$ cat src/rtl/uart_rx.sv
// uart_rx: 8N1-style serial receiver, NB data bits LSB first, CLKS_PER_BIT clocks per bit.
// Optional stop-bit checking with a BREAK state is enabled by defining UART_RX_FRAME_ERR_EN.
`default_nettype none

module uart_rx #(
    parameter int NB           = 8,
    parameter int CLKS_PER_BIT = 1
) (
    input  logic          i_Clock,
    input  logic          i_Reset,
    input  logic          i_Rx_Serial,
    output logic          o_Rx_DV,
    output logic [NB-1:0] o_Rx_Byte,
    output logic          o_Rx_Active,
    output logic          o_Rx_Frame_Err
);

    localparam int MID = (CLKS_PER_BIT - 1) / 2;
    localparam int CW  = (CLKS_PER_BIT > 1) ? $clog2(CLKS_PER_BIT) : 1;
    localparam int BW  = $clog2(NB);

    localparam logic [CW-1:0] CNT_BIT_END = CW'(CLKS_PER_BIT - 1);
    localparam logic [CW-1:0] CNT_START   = CW'((MID > 0) ? MID - 1 : 0);
    localparam logic [BW-1:0] BIT_LAST    = BW'(NB - 1);

`ifdef UART_RX_FRAME_ERR_EN
    typedef enum logic [2:0] {IDLE, START, DATA, STOP, BREAK} state_t;
`else
    typedef enum logic [1:0] {IDLE, START, DATA, STOP} state_t;
`endif

    state_t          state, state_n;
    logic [CW-1:0]   clk_cnt, clk_cnt_n;
    logic [BW-1:0]   bit_cnt, bit_cnt_n;
    logic [NB-1:0]   shreg, shreg_n;
    logic [NB-1:0]   byte_n;
    logic            dv_n, active_n, ferr_n;

    always_ff @(posedge i_Clock) begin
        if (i_Reset) begin
            state          <= IDLE;
            clk_cnt        <= '0;
            bit_cnt        <= '0;
            shreg          <= '0;
            o_Rx_Byte      <= '0;
            o_Rx_DV        <= 1'b0;
            o_Rx_Active    <= 1'b0;
            o_Rx_Frame_Err <= 1'b0;
        end else begin
            state          <= state_n;
            clk_cnt        <= clk_cnt_n;
            bit_cnt        <= bit_cnt_n;
            shreg          <= shreg_n;
            o_Rx_Byte      <= byte_n;
            o_Rx_DV        <= dv_n;
            o_Rx_Active    <= active_n;
            o_Rx_Frame_Err <= ferr_n;
        end
    end

    always_comb begin
        state_n   = state;
        clk_cnt_n = clk_cnt + CW'(1);
        bit_cnt_n = bit_cnt;
        shreg_n   = shreg;
        byte_n    = o_Rx_Byte;
        dv_n      = 1'b0;
        ferr_n    = 1'b0;

        case (state)
            IDLE: begin
                clk_cnt_n = '0;
                if (!i_Rx_Serial) begin
                    bit_cnt_n = '0;
                    // With MID == 0 the detecting edge is itself the start sample.
                    state_n   = (MID == 0) ? DATA : START;
                end
            end
            START: begin
                if (clk_cnt == CNT_START) begin
                    clk_cnt_n = '0;
                    state_n   = i_Rx_Serial ? IDLE : DATA;
                end
            end
            DATA: begin
                if (clk_cnt == CNT_BIT_END) begin
                    clk_cnt_n = '0;
                    shreg_n   = {i_Rx_Serial, shreg[NB-1:1]};
                    if (bit_cnt == BIT_LAST) begin
                        bit_cnt_n = '0;
                        state_n   = STOP;
                    end else begin
                        bit_cnt_n = bit_cnt + BW'(1);
                    end
                end
            end
            STOP: begin
                if (clk_cnt == CNT_BIT_END) begin
                    clk_cnt_n = '0;
                    byte_n    = shreg;
                    dv_n      = 1'b1;
`ifdef UART_RX_FRAME_ERR_EN
                    if (!i_Rx_Serial) begin
                        ferr_n  = 1'b1;
                        state_n = BREAK;
                    end else begin
                        state_n = IDLE;
                    end
`else
                    state_n   = IDLE;
`endif
                end
            end
`ifdef UART_RX_FRAME_ERR_EN
            BREAK: begin
                clk_cnt_n = '0;
                if (i_Rx_Serial) begin
                    state_n = IDLE;
                end
            end
`endif
            default: begin
                state_n = IDLE;
            end
        endcase

        active_n = (state_n == START) || (state_n == DATA) || (state_n == STOP);
    end

endmodule

`default_nettype wire

$ cat config.mk
export PLATFORM = sky130hd
export DESIGN_NAME = uart_rx
export DESIGN_NICKNAME = d
export VERILOG_FILES = /design/src/rtl/uart_rx.sv
export SDC_FILE = /design/constraint.sdc
export NUM_CORES = 1
export LEC_CHECK = 0
export CAP_MARGIN = 20
export CORE_UTILIZATION = 45
export CTS_CLUSTER_DIAMETER = 40
export DETAILED_ROUTE_END_ITERATION = 8
export GPL_TIMING_DRIVEN = 0
export PLACE_DENSITY = 0.73
export SLEW_MARGIN = 40
export SYNTH_ARGS = -nofsm -noshare
export SYNTH_HDL_FRONTEND = slang
export SYNTH_SLANG_ARGS = --single-unit
$ cat constraint.sdc
create_clock -name i_Clock -period 2.6 [get_ports i_Clock]
set_clock_uncertainty 0.1 [all_clocks]
set_input_delay 0.52 -clock i_Clock [delete_from_list [all_inputs] [get_ports i_Clock]]
set_output_delay 0.52 -clock i_Clock [all_outputs]
set_load 0.02 [all_outputs]
Word level (Yosys, flattened, before mapping) --
Cells that the tools add are included.
Word-level totals: logic and storage cells 43, bits in registers 24, output and inout bits 11
Cells by class: reductions and logical operators 9, mux-type cells 14, equal/unequal tests 9, bitwise gates (word level) 2, $add $sub $neg 2
Operators with widths (number):
- $mux 2 | 6
- $mux 3 | 3
- $eq 2x2->1 const B | 4
- $pmux 2 s4 | 1
- $pmux 3 s2 | 1
- $eq 2x1->1 const B | 2
- $ne 2x2->1 const B | 2
- $reduce_and 2->1 | 2
- $add 3x1->3 const B | 1
- $eq 3x3->1 const B | 1
- $reduce_and 3->1 | 1
- $reduce_or 3->1 | 1
- $logic_not 2->1 | 1
- $logic_or 1x1->1 | 2
- $mux 1 | 2
- $not 1->1 | 2
- $pmux 1 s2 | 1
- $reduce_bool 2->1 | 1
- $reduce_or 2->1 | 1
- $add 1x1->1 const B | 1

Longest topological paths before layout --
Gate-level depths: netlist of the first run.
word-level depth 7, mapped depth 4, mapped depth without buffers 4

Worst setup path after synthesis of the first run --
OpenSTA, ideal clock, no wires.
kind register to register, start point register, netlist name o_Rx_Active, end point register bit_cnt[0], setup slack 1.303 ns, data arrival time 1.127 ns, stages on the path, launching flop included 5, buffers on the path 1, setup time 0.070 ns, period minus slack after synthesis 1.297 ns, cells stage by stage dfxtp_1 -> nand2b_1 -> buf_6 -> or3_1 -> a21oi_1
RTL lines:
- end signal, assigned | RTL line 52 | bit_cnt <= bit_cnt_n;
- end, declared | RTL line 34 | logic [BW-1:0] bit_cnt, bit_cnt_n;

Final worst setup path of the first run --
start point register o_Rx_Active, end point output o_Rx_Active
RTL lines:
- start, declared | RTL line 14 | output logic o_Rx_Active,
- start signal, assigned | RTL line 56 | o_Rx_Active <= active_n;
No word-level cell between the ends.

==> impl_metrics.ini, run 1 <==
[run_status]
status = completed

[synthesis]
synth_compound_area_share_pct = 13.8
syn-cell-area_um2 = 798
muxShareOfSynthArea_pct = 0
synth_top_family_by_area = simple AND/OR/NAND/NOR gates
synthSimpleGateAreaFrac_pct = 22.9
synth_cell_types = 18
ys_ff_latch = 22
postSynthCellCount = 96
seq_area_frac_synth_pct = 55.2
synth_area_leaders = dfxtp_1 55%, nand2_1 16%, a21oi_1 12%
ys.flop_type = dfxtp_1
synth_most_common_cell = nand2_1
syn_nets = 101
yosysWarnings = 0
synth_top_cell_area_share_pct = 55.2
synth_edf_count = 0
synth.avg_cell_area_um2 = 8.32
synth_common_cells = 34 x nand2_1, 22 x dfxtp_1, 19 x a21oi_1
synth_adder_area_share_pct = 3.13
synth_xor_area_share_pct = 0
synthArstFlopShare_pct = 0
yosysTopAreaCell = dfxtp_1

[sta]
setup_viol_count_final = 0
tns_ns = 0
clock.fmax_ghz = 0.512
finalHoldViolCount = 0
slew_violations = 0
rsz0062_at_grt = false
finalCritPeriodShare_pct = 75.2
fin_crit_ns = 1.95

[flow_run]
timing.max_cap.violations = 0

[critical_path]
crit_chain = clkdlybuf4s50_1
cp_num_buf_inv = 1
slowest_delay_ns = 0.63
cp_max_fo = 6
slowest_stage = clkdlybuf4s50_1
cpLargestDelayFamily = buffers and inverters
required_ns = 1.98
end_kind = primary output
worst-r2r-cell-count = 4
startpoint = o_Rx_Active
reg2reg_setup_slack_ns = 1.22
cp_data_arrival_time_ns = 1.33
r2r_start = bit_cnt[0]
worst_setup_path_start_kind = flip-flop
critPathKind = flip-flop to primary output
r2r_end = bit_cnt[0]

[clock_network]
cts.sinks = 22
clock_path_buffers = 2
post_cts_resized = 0
clkTransAtPathRegs_ns = 0.12
cts_hold_buf = 0
cts_root_buf = clkbuf_4
post_cts_buffers = 0
numCtsBuffers = 3
insertion_delay_ns = 0.30
cts_tree = done
cts_max_level = 1

[floorplan]
start_util_pct = 50.6
rows = 14
die_w_um = 44.1
coreArea_mm2 = 0.00158
die_area_mm2 = 0.00195
ioPinCount = 14
die_h_um = 44.1

[place]
routabilityCongestion = 0.708
hpwl_um = 930
io_buffers = 12

[drt]
vias = 636
drtIter0Drc = 20
wirelength_um = 1350
wl_per_cell_um = 10.5
drtPass1Iterations = 6
post_drt_via_cell_ratio = 4.97
ant_nets = 0
route.detailed.drc = 0

[pwr]
leakagePower_nw = 0.353
power.density_mw_per_mm2 = 639
peakVddDrop_uv = 455

[final_layout]
final_core_util_pct = 62.9
antenna_cells = 0
fill_cells = 148
regArea_um2 = 440
area_delta_synth_final_pct = 24.1
nets = 118
drive_gt1_share_pct = 7.14
multi_input_area_um2 = 322

[global_route]
grt-ovfl-total = 0
grt_pass1_vias = 505
grt_pass1_wl_um = 2150
grt_util_all_layers_pct = 15.4
grt_max_degree = 14
antenna_found_initial = 0

[worst_hold_path]
worstHoldEndpoint = o_Rx_Byte[6]
hold_depth = 2
hold_path_class = flip-flop to flip-flop
min-delay-start = o_Rx_Byte[6]
[cell type report]
type | instances | share of cell area, %
clock inverters | 1 | 3.03
well taps | 16 | 2.02
plain buffers | 6 | 3.66
repair buffers | 12 | 12.1
multi-input cells | 68 | 32.4
clock buffers | 3 | 2.27
flip-flops and latches | 22 | 44.4
[per-layer routing]
| layer | up-vias | global-route usage [%] | routed length, um |
|---|---|---|---|
| met4 | 0 | 9.09 | 10 |
| met3 | 2 | 2.45 | 41 |
| met5 | - | 0 | 0 |
| met2 | 10 | 24.4 | 652 |
| li1 | 342 | - | - |
| met1 | 282 | 19.6 | 642 |
[cell usage in the layout (no fill, tap or decap), drive strengths merged, types with 2 or more instances in the layout]
master	n
o21ai	3
nand2	34
dfxtp	22
clkdlybuf4s50	12
ha	2
a21oi	19
clkbuf	5
nor2b	2
buf	4
[registers in the layout, indices dropped and copies added, names as in the netlist]
register,cells
shreg,8
o_Rx_Active,1
state,1
o_Rx_DV,1
bit_cnt,3
o_Rx_Byte,8
[logic make-up (layout without fill, tap and decap cells)]
| logic type | Yosys count | after routing |
|---|---|---|
| AOI/OAI and AO/OA | 22 | 22 |
| adders and majority gates | 2 | 2 |
| buffers and inverters | 6 | 22 |
| DFF | 22 | 22 |
| other | 1 | 1 |
| and+or+nand+nor | 43 | 43 |
[power by group]
part	switching (mW)	leakage, nW	internal, mW
sequential	0.00320	0.178	0.341
clock	0.101	0.0279	0.156
combinational	0.0188	0.147	0.0132
total	0.123	0.353	0.510
[how the worst max path moves through the flow]
stage | to | depth (start not counted) | slack (ns)
after floorplan | bit_cnt[0] | 4 | 1.30
after global placement | bit_cnt[1] | 3 | 0.87
after detailed placement | o_Rx_Byte[1] | 3 | 0.86
after CTS | o_Rx_Active | 1 | 0.63
after global routing | o_Rx_Active | 1 | 0.58
final | o_Rx_Active | 1 | 0.65
[per-stage QoR]
stage,instance area [um^2],hold WS (ns),power [mW],instances,setup WS (ns)
finish,991,0.360,0.633,128,0.645
global route,991,0.381,0.657,128,0.575
CTS,991,0.365,0.641,128,0.633
floorplan,798,0.332,0.373,96,1.30
global placement,938,0.339,0.384,124,0.875
detailed placement,938,0.347,0.384,124,0.859
Power figures use the tool's default switching activity.
==> inputs of run 2 (changes only) <==
==> constraint.sdc (replaced) <==
create_clock -name i_Clock -period 1.9 [get_ports i_Clock]
set_clock_uncertainty 0.1 [all_clocks]
set_input_delay 0.38 -clock i_Clock [delete_from_list [all_inputs] [get_ports i_Clock]]
set_output_delay 0.38 -clock i_Clock [all_outputs]
set_load 0.02 [all_outputs]
==> results of run 2 <==
Same layout as run 1 (identical final DEF). Status: completed.
Among the figures that moved: setup slack after placement 0.859 ns -> 0.299 ns; setup slack after layout 0.645 ns -> 0.0853 ns; register-to-register setup slack 1.22 ns -> 0.52 ns; total power 0.633 mW -> 0.867 mW; worst IR drop on VDD 455 uV -> 622 uV
